File: config.mk
export PLATFORM = sky130hd
export DESIGN_NAME = pulse_stretch_fsm
export DESIGN_NICKNAME = d
export VERILOG_FILES = /design/src/rtl/pulse_stretch_pkg.sv /design/src/rtl/pulse_stretch_cnt.sv /design/src/rtl/pulse_stretch_fsm.sv
export SDC_FILE = /design/constraint.sdc
export NUM_CORES = 1
export LEC_CHECK = 0
export CELL_PAD_IN_SITES_DETAIL_PLACEMENT = 0
export CELL_PAD_IN_SITES_GLOBAL_PLACEMENT = 1
export CORE_MARGIN = 2
export CORE_UTILIZATION = 41
export CTS_BUF_LIST = sky130_fd_sc_hd__clkbuf_8
export DETAILED_ROUTE_END_ITERATION = 8
export PLACE_DENSITY = 0.88
export SLEW_MARGIN = 20
export SYNTH_ARGS = -nofsm -noshare
export SYNTH_HDL_FRONTEND = slang
export SYNTH_HIERARCHICAL = 1
export SYNTH_SLANG_ARGS = --single-unit
File: constraint.sdc
create_clock -name clk -period 2.4 [get_ports clk]
set_input_delay 0.48 -clock clk [delete_from_list [all_inputs] [get_ports clk]]
set_output_delay 0.48 -clock clk [all_outputs]
set_load 0.1 [all_outputs]
File: src/rtl/pulse_stretch_pkg.sv
// pulse_stretch_pkg
//   Shared definitions for the pulse stretcher: FSM state encoding and the
//   default parameter values used by pulse_stretch_fsm.
package pulse_stretch_pkg;

  localparam int HIGH_CYCLES_DEF = 8;
  localparam int GAP_CYCLES_DEF  = 2;
  localparam int CW_DEF          = 8;

  // 2-bit encoding; 2'b11 is illegal and recovers to IDLE.
  typedef enum logic [1:0] {
    IDLE = 2'b00,
    HIGH = 2'b01,
    GAP  = 2'b10
  } state_t;

endpackage

File: src/rtl/pulse_stretch_cnt.sv
// pulse_stretch_cnt
//   Loadable CW-bit down-counter. Load has priority over decrement.
//   clk      in   system clock
//   reset_n  in   async active-low reset, clears count to 0
//   load     in   load load_val on the next edge
//   load_val in   CW-bit value to load
//   dec      in   decrement by one on the next edge
//   zero     out  count is 0
module pulse_stretch_cnt #(
  parameter int CW = 8
) (
  input  logic          clk,
  input  logic          reset_n,
  input  logic          load,
  input  logic [CW-1:0] load_val,
  input  logic          dec,
  output logic          zero
);

  logic [CW-1:0] cnt;

  // The FSM never asks for a decrement at zero, so no wrap guard here.
  always_ff @(posedge clk or negedge reset_n) begin
    if (!reset_n)  cnt <= '0;
    else if (load) cnt <= load_val;
    else if (dec)  cnt <= cnt - 1'b1;
  end

  assign zero = (cnt == '0);

endmodule

File: src/rtl/pulse_stretch_fsm.sv
// pulse_stretch_fsm
//   Converts a single-cycle tick into a HIGH_CYCLES-wide level pulse followed
//   by a GAP_CYCLES low guard gap. Moore FSM; outputs decode from registers.
//   clk      in   system clock
//   reset_n  in   async active-low reset
//   tick     in   single-cycle request
//   level    out  stretched pulse
//   busy     out  high in HIGH or GAP
//   missed   out  one-cycle flag after a dropped tick
//   Build option: PULSE_STRETCH_RETRIGGER_EN -- a tick in HIGH or GAP
//   (re)starts a full HIGH_CYCLES pulse and missed stays 0.
module pulse_stretch_fsm
  import pulse_stretch_pkg::*;
#(
  parameter int HIGH_CYCLES = HIGH_CYCLES_DEF,
  parameter int GAP_CYCLES  = GAP_CYCLES_DEF,
  parameter int CW          = CW_DEF
) (
  input  logic clk,
  input  logic reset_n,
  input  logic tick,
  output logic level,
  output logic busy,
  output logic missed
);

`ifdef PULSE_STRETCH_RETRIGGER_EN
  localparam bit RETRIG = 1'b1;
`else
  localparam bit RETRIG = 1'b0;
`endif

  localparam logic [CW-1:0] HIGH_LOAD = CW'(HIGH_CYCLES - 1);
  // GAP_CYCLES==0 skips GAP entirely, so its load value is never used.
  localparam logic [CW-1:0] GAP_LOAD  = (GAP_CYCLES > 0) ? CW'(GAP_CYCLES - 1) : '0;

  state_t        state_q, state_d;
  logic          load, dec, zero;
  logic [CW-1:0] load_val;
  logic          missed_q, missed_d;

  pulse_stretch_cnt #(.CW(CW)) u_cnt (
    .clk      (clk),
    .reset_n  (reset_n),
    .load     (load),
    .load_val (load_val),
    .dec      (dec),
    .zero     (zero)
  );

  always_ff @(posedge clk or negedge reset_n) begin
    if (!reset_n) begin
      state_q  <= IDLE;
      missed_q <= 1'b0;
    end else begin
      state_q  <= state_d;
      missed_q <= missed_d;
    end
  end

  always_comb begin
    state_d  = state_q;
    load     = 1'b0;
    load_val = HIGH_LOAD;
    dec      = 1'b0;
    missed_d = !RETRIG && tick && (state_q != IDLE);
    case (state_q)
      IDLE: begin
        if (tick) begin
          state_d = HIGH;
          load    = 1'b1;
        end
      end
      HIGH: begin
        if (RETRIG && tick) begin
          load = 1'b1;
        end else if (zero) begin
          // Counter already sits at 0, so IDLE needs no reload.
          if (GAP_CYCLES == 0) begin
            state_d = IDLE;
          end else begin
            state_d  = GAP;
            load     = 1'b1;
            load_val = GAP_LOAD;
          end
        end else begin
          dec = 1'b1;
        end
      end
      GAP: begin
        if (RETRIG && tick) begin
          state_d = HIGH;
          load    = 1'b1;
        end else if (zero) begin
          state_d = IDLE;
        end else begin
          dec = 1'b1;
        end
      end
      default: state_d = IDLE;
    endcase
  end

  assign level  = (state_q == HIGH);
  assign busy   = (state_q != IDLE);
  assign missed = missed_q;

endmodule

==> metrics.txt, run 1 <==
quantity of I/O buffers inserted on ports=5; startpoint class of the critical path=flop; Setup crit end kind=flop; Yosys warnings=6; Overflow after GRT=0; crit share post-route=91.6%; final number of max-transition violations=0; Met1 Routed Length=567 um; Hold Crit Depth=1; slowest cell on the critical path=or4_1; worst min path class=reg -> reg; met3 layer wire length in the routed design=30 um; highest metal layer used by the detailed router=met4; Total GRT Usage=15.3%; core area=0.00169 sq mm; Post-DP HPWL=928 um; met2 WL=695 um; cell area after synthesis=716 sq um; Initial Utilization=42.4%; H-tree levels=1; via count of the first global-routing pass=510; wire length of the first global-routing pass=2200 um; floorplan die height=45.8 um; Post-Place Cells=105; Total Negative Setup Slacks=0 ps; number of cells on the critical path=9; gp weighted congestion=0.714; Inserted Clock Buffers=3; # diodes=0; kind of cell adding the most delay to the critical path=simple AND/OR/NAND/NOR gates; detailed-router iteration count before antenna repair=2; Fin Hold WS=560 ps; Clock Skew=5.13 ps; DR DRC count=0; clk sink count=11; iteration-0 DRC count of the detailed router=4; FMAX=455 MHz; total of max-cap violations=0; synthesis-to-finish area growth=23.6%; Top-Level Pins=6; number of nets in the final layout=103; Worst EP required=2520 ps; std cell rows=15; largest net degree at the start of global routing=19; status=completed; cell chosen for the clock root=clkbuf_8; die outline area=0.00210 sq mm; ratio of cells with drive above 1 in the final layout=19.6%; x dimension of the die=45.8 um; endpoints failing hold=0; Setup violations, final=0; CTS clk-pin slew, worst paths=50 ps; Worst-Margin Slew=505 ps; data arrival time of the critical path=2320 ps; worst-path cell chain=or4_1 -> nor4b_4 -> buf_4 -> nand2_1 -> a21oi_1 -> buf_4 -> nor2b_1 -> o21ai_0 -> nand3_1; average wire length per cell after detail routing=12.0 um; vias per std cell=4.91; routed vias=535; Buffers & Inverters on Critical Path=2; initial antenna violation count=0; sequential-to-total area share from yosys stat=38.5%; post-detailed-routing wire length=1310 um; most common cell type on the critical path=buf_4; count of antenna-violating nets left after detailed routing=0; cells after synthesis=75; synthesized area per cell=9.54 sq um; delay of the slowest critical-path stage=610 ps; Unique masters post-synth=25; count of cells along the worst register-to-register path=9; FF+latch count, synth=11; TritonCTS clock tree=yes; Final Critical Period=2200 ps; critical path peak fanout=18; buffer depth of the longest clock path=2; final std cells w/o fill=109; critical path class=reg -> reg; insertion delay to the later sink of the worst-skew pair=240 ps; relative max-transition margin=66.2%
==> metrics by stage <==
| stage | utilization, % | setup WS (ps) | area (sq um) |
|---|---|---|---|
| after floorplan | - | 121 | 731 |
| after global placement | 48.8 | 119 | 825 |
| after detailed placement | 48.8 | 65.0 | 825 |
| after CTS | 51.5 | 42.6 | 870 |
| after global routing | 52.4 | -21.0 | 885 |
| final | 52.4 | 201 | 885 |
==> final cells by class <==
| class | count | area [sq um] |
|---|---|---|
| multi-input combinational | 61 | 440 |
| fill | 159 | 805 |
| clock inverter | 1 | 3.75 |
| tap | 17 | 21.3 |
| inverter | 6 | 22.5 |
| timing repair buffer | 10 | 80.1 |
| sequential | 11 | 275 |
| clock buffer | 3 | 41.3 |
==> cells in the final DEF (no fill, tap or decap), drive strengths merged, types with 2 or more instances in the layout <==
master,synthesis,layout
nand2,11,11
nand3,2,2
clkdlybuf4s50,0,2
xor2,2,2
inv,6,7
or4,3,3
clkbuf,0,3
nor2b,4,4
conb,2,6
xnor2,2,2
ha,7,7
a21oi,3,3
buf,1,8
dfrtp,11,11
o31a,2,2
o21ai,9,9
==> sequential cells by signal, summed over array words and instances, names as in the netlist <==
register   count
u_cnt/cnt      8
missed         1
state_q        2
==> routing by layer <==
| metal | vias up | GRT usage, % |
|---|---|---|
| met5 | - | 0 |
| met4 | 0 | 10.9 |
| met2 | 5 | 25.1 |
| li1 | 282 | - |
| met3 | 2 | 3.57 |
| met1 | 246 | 17.4 |
==> final timing paths <==
kind / from / end / slack [ps]
max: u_cnt/cnt[3] / u_cnt/cnt[7] / 200
min reg2reg: state_q[1] / state_q[1] / 560
max reg2reg: u_cnt/cnt[3] / u_cnt/cnt[7] / 200
min: state_q[1] / state_q[1] / 560
min in group asynchronous: reset_n / u_cnt/cnt[7] / 580
max in group asynchronous: reset_n / state_q[1] / 1480
==> worst reg2reg max path, delay by kind of cell, from the launching register on <==
kind                   cells  cell delay [ps]
AOI/OAI and AO/OA          2              200
DFF                        1              360
and+or+nand+nor            5             1120
buffers and inverters      2              370
==> synthesized netlist by cell type <==
cell	instances	area [sq um]
or4b_4	1	13.8
a21oi_1	3	15.0
buf_4	1	7.51
inv_1	6	22.5
o21ai_0	8	40.0
mux2_4	1	15.0
or4_1	3	22.5
xor2_1	2	17.5
nor2b_1	4	25.0
nor2_1	1	3.75
conb_1	2	7.51
ha_1	7	87.6
nand2b_1	1	6.26
nor4_1	1	6.26
nand3_1	2	10.0
o21ai_2	1	8.76
o31a_1	2	17.5
o21bai_4	1	18.8
nand3b_1	1	7.51
nand2_1	11	41.3
dfrtp_1	11	275
xnor2_1	2	17.5
or3_2	1	7.51
nor4b_1	1	8.76
and4bb_2	1	12.5
==> kinds of logic after synthesis <==
family,share of synthesized area [%]
and+or+nand+nor,23.1
AOI/OAI and AO/OA,14.0
DFF,38.5
adders and majority gates,12.2
buffers and inverters,4.20
xor gates and xnor gates,4.90
other,1.05
muxes,2.10
==> timing repair <==
action	CTS	global route
hold buffers	0	0
setup endpoints to repair	0	5
resized for setup	0	2
setup buffers	0	0
Power of run 1 is left out: the tool's default activity adds up to more than one toggle a clock period on the data nets, which glitch-free logic cannot reach.
==> run 2, diff against run 1 <==
PLACE_DENSITY = unset   (was 0.88)
PLACE_DENSITY_LB_ADDON = 0.05   (was unset)
==> metrics.txt, run 2 (synthesis gave the netlist of run 1 again) <==
cell chosen for the clock root=clkbuf_8; Overflow after GRT=0 (unchanged); FMAX=466 MHz (+2.5%); total of max-cap violations=0 (unchanged); number of inserted filler cells in the final layout=165 (+3.8%); Hold Crit Depth=1 (unchanged); routed vias=529 (-1.1%); H-tree levels=1 (unchanged); data arrival time of the critical path=2260 ps (-60 ps); Hold Buf Count CTS=0 (unchanged); x dimension of the die=45.8 um (unchanged); setup repair after global routing missed its margin=no; Worst-Margin Slew=510 ps (+5.59 ps); endpoints failing hold=0 (unchanged); via count of the first global-routing pass=490 (-3.9%); std cell rows=15 (unchanged); worst min path class=reg -> reg; number of nets in the final layout=104 (+0.97%); detailed-router iteration count before antenna repair=4 (+2); final number of max-transition violations=0 (unchanged); TritonCTS clock tree=yes; die outline area=0.00210 sq mm (unchanged); count of cells along the worst register-to-register path=7 (-2); Total Negative Setup Slacks=0 ps (unchanged); iteration-0 DRC count of the detailed router=8 (+4); Total GRT Usage=15.2% (-0.16 points); area post-placement=832 sq um (+0.91%); post-detailed-routing wire length=1270 um (-2.9%); wire length of the first global-routing pass=2190 um (-0.64%); Setup crit end kind=flop; Inserted Clock Buffers=3 (unchanged); Final Critical Period=2140 ps (-53.9 ps); # diodes=0 (unchanged); crit share post-route=89.4% (-2.2 points); count of antenna-violating nets left after detailed routing=0 (unchanged); ratio of cells with drive above 1 in the final layout=20.4% (+0.86 points); gp weighted congestion=0.756 (+5.9%); vias per std cell=4.81 (-2.0%); relative max-transition margin=65.9% (-0.37 points); clk sink count=11 (unchanged); Setup violations, final=0 (unchanged); number of flip-flops under the largest register name=8 (unchanged); floorplan die height=45.8 um (unchanged); average wire length per cell after detail routing=11.6 um (-3.8%); DR DRC count=0 (unchanged); startpoint class of the critical path=flop; Worst EP required=2520 ps (about the same); buffer depth of the longest clock path=2 (unchanged); Top-Level Pins=6 (unchanged); CTS clk-pin slew, worst paths=50 ps (about the same); Clock Skew=2.11 ps (-3.02 ps); post-CTS setup-driven buffer insertion count=0 (unchanged); register bank with the most flops=u_cnt/cnt; register-to-register setup slack=260 ps (+50 ps); Post-DP HPWL=974 um (+5.0%); largest net degree at the start of global routing=19 (unchanged); final non-filler cell area=883 sq um (-0.14%); core area=0.00169 sq mm (unchanged); status=completed; quantity of I/O buffers inserted on ports=5 (unchanged); insertion delay to the later sink of the worst-skew pair=240 ps (about the same); synthesis-to-finish area growth=23.4%; Initial Utilization=42.4% (unchanged); top library cells by usage in the layout, fill and taps aside=nand2_1 (11), dfrtp_1 (11), buf_4 (9); critical path peak fanout=4 (-14); critical path class=reg -> reg; initial antenna violation count=0 (unchanged)
[run 2: area by class of cell]
type | count | area (sq um) | area share (%)
clock inverter | 1 | 3.75 | 0.425
sequential | 11 | 275 | 31.2
clock buffer | 3 | 41.3 | 4.67
multi-input combinational | 61 | 432 | 48.9
timing repair buffer | 11 | 87.6 | 9.92
inverter | 6 | 22.5 | 2.55
tap | 17 | 21.3 | 2.41
[run 2: worst paths after layout]
kind,start,to
max in group asynchronous,reset_n,state_q[1]
setup / recovery,u_cnt/cnt[0],u_cnt/cnt[5]
setup reg to reg,u_cnt/cnt[0],u_cnt/cnt[5]
hold reg to reg,state_q[1],state_q[1]
min in group asynchronous,reset_n,u_cnt/cnt[7]
hold / removal,state_q[1],state_q[1]
[run 2: routing by layer]
layer / vias up / routed length [um] / track usage [%]
li1: 289 / - / -
met1: 234 / 663 / 22.1
met2: 4 / 569 / 21.1
met3: 2 / 21 / 2.38
met4: 0 / 17 / 8.57
met5: - / 0 / 0
[run 2: critical path: stages, from the launching register on]
cell,delay [ps]
dfrtp_1,390
inv_1,80
ha_1,200
nor4b_2,170
nor2b_1,150
or4b_4,510
o31a_1,260
o31a_1,280
[run 2: timing repair]
action                     in CTS  in global routing
gates resized for setup         0                  1
setup endpoints to repair       0                  4
hold endpoints to repair        0                  0
[run 2: per-stage QoR]
step | setup slack [ps] | hold WS [ps] | utilization, % | instances
after CTS | 105 | 552 | 51.9 | 110
after floorplan | 121 | 184 | - | 79
after global routing | 105 | 584 | 52.3 | 110
after global placement | 149 | 548 | 49.3 | 106
after detailed placement | 123 | 531 | 49.3 | 106
final | 255 | 548 | 52.3 | 110
Power of run 2 is left out for the same reason.
==> run 3, diff against run 2 <==
CTS_CLUSTER_DIAMETER = 120   (was unset)
==> results of run 3 <==
Final layout, timing and power as in run 2 (identical DEF).
Power of run 3 is left out for the same reason.
==> patch (settings of run 2) <==
Add a define of `PULSE_STRETCH_RETRIGGER_EN`.
--- a/src/rtl/pulse_stretch_fsm.sv
+++ b/src/rtl/pulse_stretch_fsm.sv
@@ -9,6 +9,8 @@
 //   missed   out  one-cycle flag after a dropped tick
 //   Build option: PULSE_STRETCH_RETRIGGER_EN -- a tick in HIGH or GAP
 //   (re)starts a full HIGH_CYCLES pulse and missed stays 0.
+`define PULSE_STRETCH_RETRIGGER_EN
+
 module pulse_stretch_fsm
   import pulse_stretch_pkg::*;
 #(
Formal check against the unedited RTL: not equivalent (Yosys sat finds a counterexample within 4 cycles, from zero or initial values and one cycle with reset_n low).
==> patch against run 2 <==
  * Design area is 6.1% higher
  * Final cell count is 4.5% higher
  * Sequential cell count is 1 lower
  * Synthesized area is 0.87% lower
  * Worst setup slack better by 8.4 ps
  * Count of clock-buffer cells in the layout is 1 higher
  * Die area is 0.81% lower
  * Sequential share of layout area is 4.5 points lower
  * Routed wire length is 15% higher
  * Non-clock buffer count is 1 higher
  * First-iteration DRC count is 88% higher
==> patch: results (changes against run 2) <==
| Metric | Value |
|---|---|
| First-pass GRT wire length | 2.511 mm (was 2.187 mm) |
| Filler cells | 158 (was 165) |
| Critical-path top delay cell | or4_4 (was or4b_4) |
| IO buf count | 4 (was 5) |
| Met3 wire len | 64 µm (was 21 µm) |
| Commonest cells in the netlist | 13 x nand2_1, 10 x dfrtp_1, 9 x o21ai_0, 7 x ha_1, 5 x inv_1 (was 11 x dfrtp_1, 11 x nand2_1, 8 x o21ai_0, 7 x ha_1, 6 x inv_1) |
| Post-synthesis xor/xnor area fraction | 4.938% (was 4.895%) |
| Compound-Gate Fraction of Synth Area | 14.64% (was 13.99%) |
| Max Freq | 468.0 MHz (was 466.2 MHz) |
| Reg-to-reg startpoint | u_cnt/cnt[3]$_DFFE_PN0P_ (was u_cnt/cnt[0]$_DFFE_PN0P_) |
| Adder-cell share of the synthesized area | 12.35% (was 12.24%) |
| Met3 usage in global routing | 7.143% (was 2.381%) |
| Worst Reg-to-Reg Cells | 9 (was 7) |
| Unique cell type count in the Yosys netlist | 27 (was 25) |
| Pre-CTS WS | 19.53 ps (was 123.5 ps) |
| Outcome | complete, no violations (unchanged) |
| Met2 Wirelength | 638 µm (was 569 µm) |
| Post-DP Area | 839.6 µm² (was 832.0 µm²) |
| CP Capture Point | u_cnt/cnt[7]$_DFFE_PN0P_ (was u_cnt/cnt[5]$_DFFE_PN0P_) |
| Crit path largest cell delay | 570 ps (was 510 ps) |
| Sequential element share of the synthesized area | 35.27% (was 38.46%) |
| Metal-1 WL | 747 µm (was 663 µm) |
| Layout cells sized above 1 | 21.43% (was 20.43%) |
| Synth area leaders | dfrtp_1 35%, ha_1 12%, nand2_1 6.9% (was dfrtp_1 38%, ha_1 12%, nand2_1 5.8%) |
| Routability congestion estimate | 0.8210 (was 0.7557) |
| DRT iter0 DRCs | 15 (was 8) |
| Worst hold path type | input pin to asynchronous set/reset pin (was flip-flop to flip-flop) |
| Nets@finish | 109 (was 104) |
| GRT Overall Usage | 17.64% (was 15.18%) |
| Cts-stage hold buffer count | 0 (unchanged) |
| Vias in the first global route | 533 (was 490) |
| DP HPWL | 1.106 mm (was 973.6 µm) |
==> patch: area by class of cell <==
type                    instances  area, µm²  area share (%)
inverters                       5      18.77           2.003
flip-flops and latches         10      250.2           26.70
clock buffers                   4      55.05           5.874
repair buffers                 12      123.9           13.22
well taps                      17      21.27           2.270
multi-input cells              67      467.9           49.93
==> patch: power breakdown <==
group          total [mW]  switching, mW  internal, mW
clock network       0.211         0.0666         0.144
logic               0.736          0.415         0.321
registers           0.334         0.0813         0.253
==> patch: worst reg2reg max path, cell delays in order, from the launching register on <==
cell and delay, ps:
dfrtp_1 370, or4_4 570, nor4b_4 300, buf_4 150
o21ai_0 90, a21oi_1 170, buf_6 160, nor2b_1 50
o21ai_0 70, nand3_1 90
==> patch: repair_timing <==
action | CTS | global route
buffers inserted | 0 | 1
endpoints found under the setup margin | 2 | 3
pin swaps | 0 | 2
resized for setup | 1 | 3
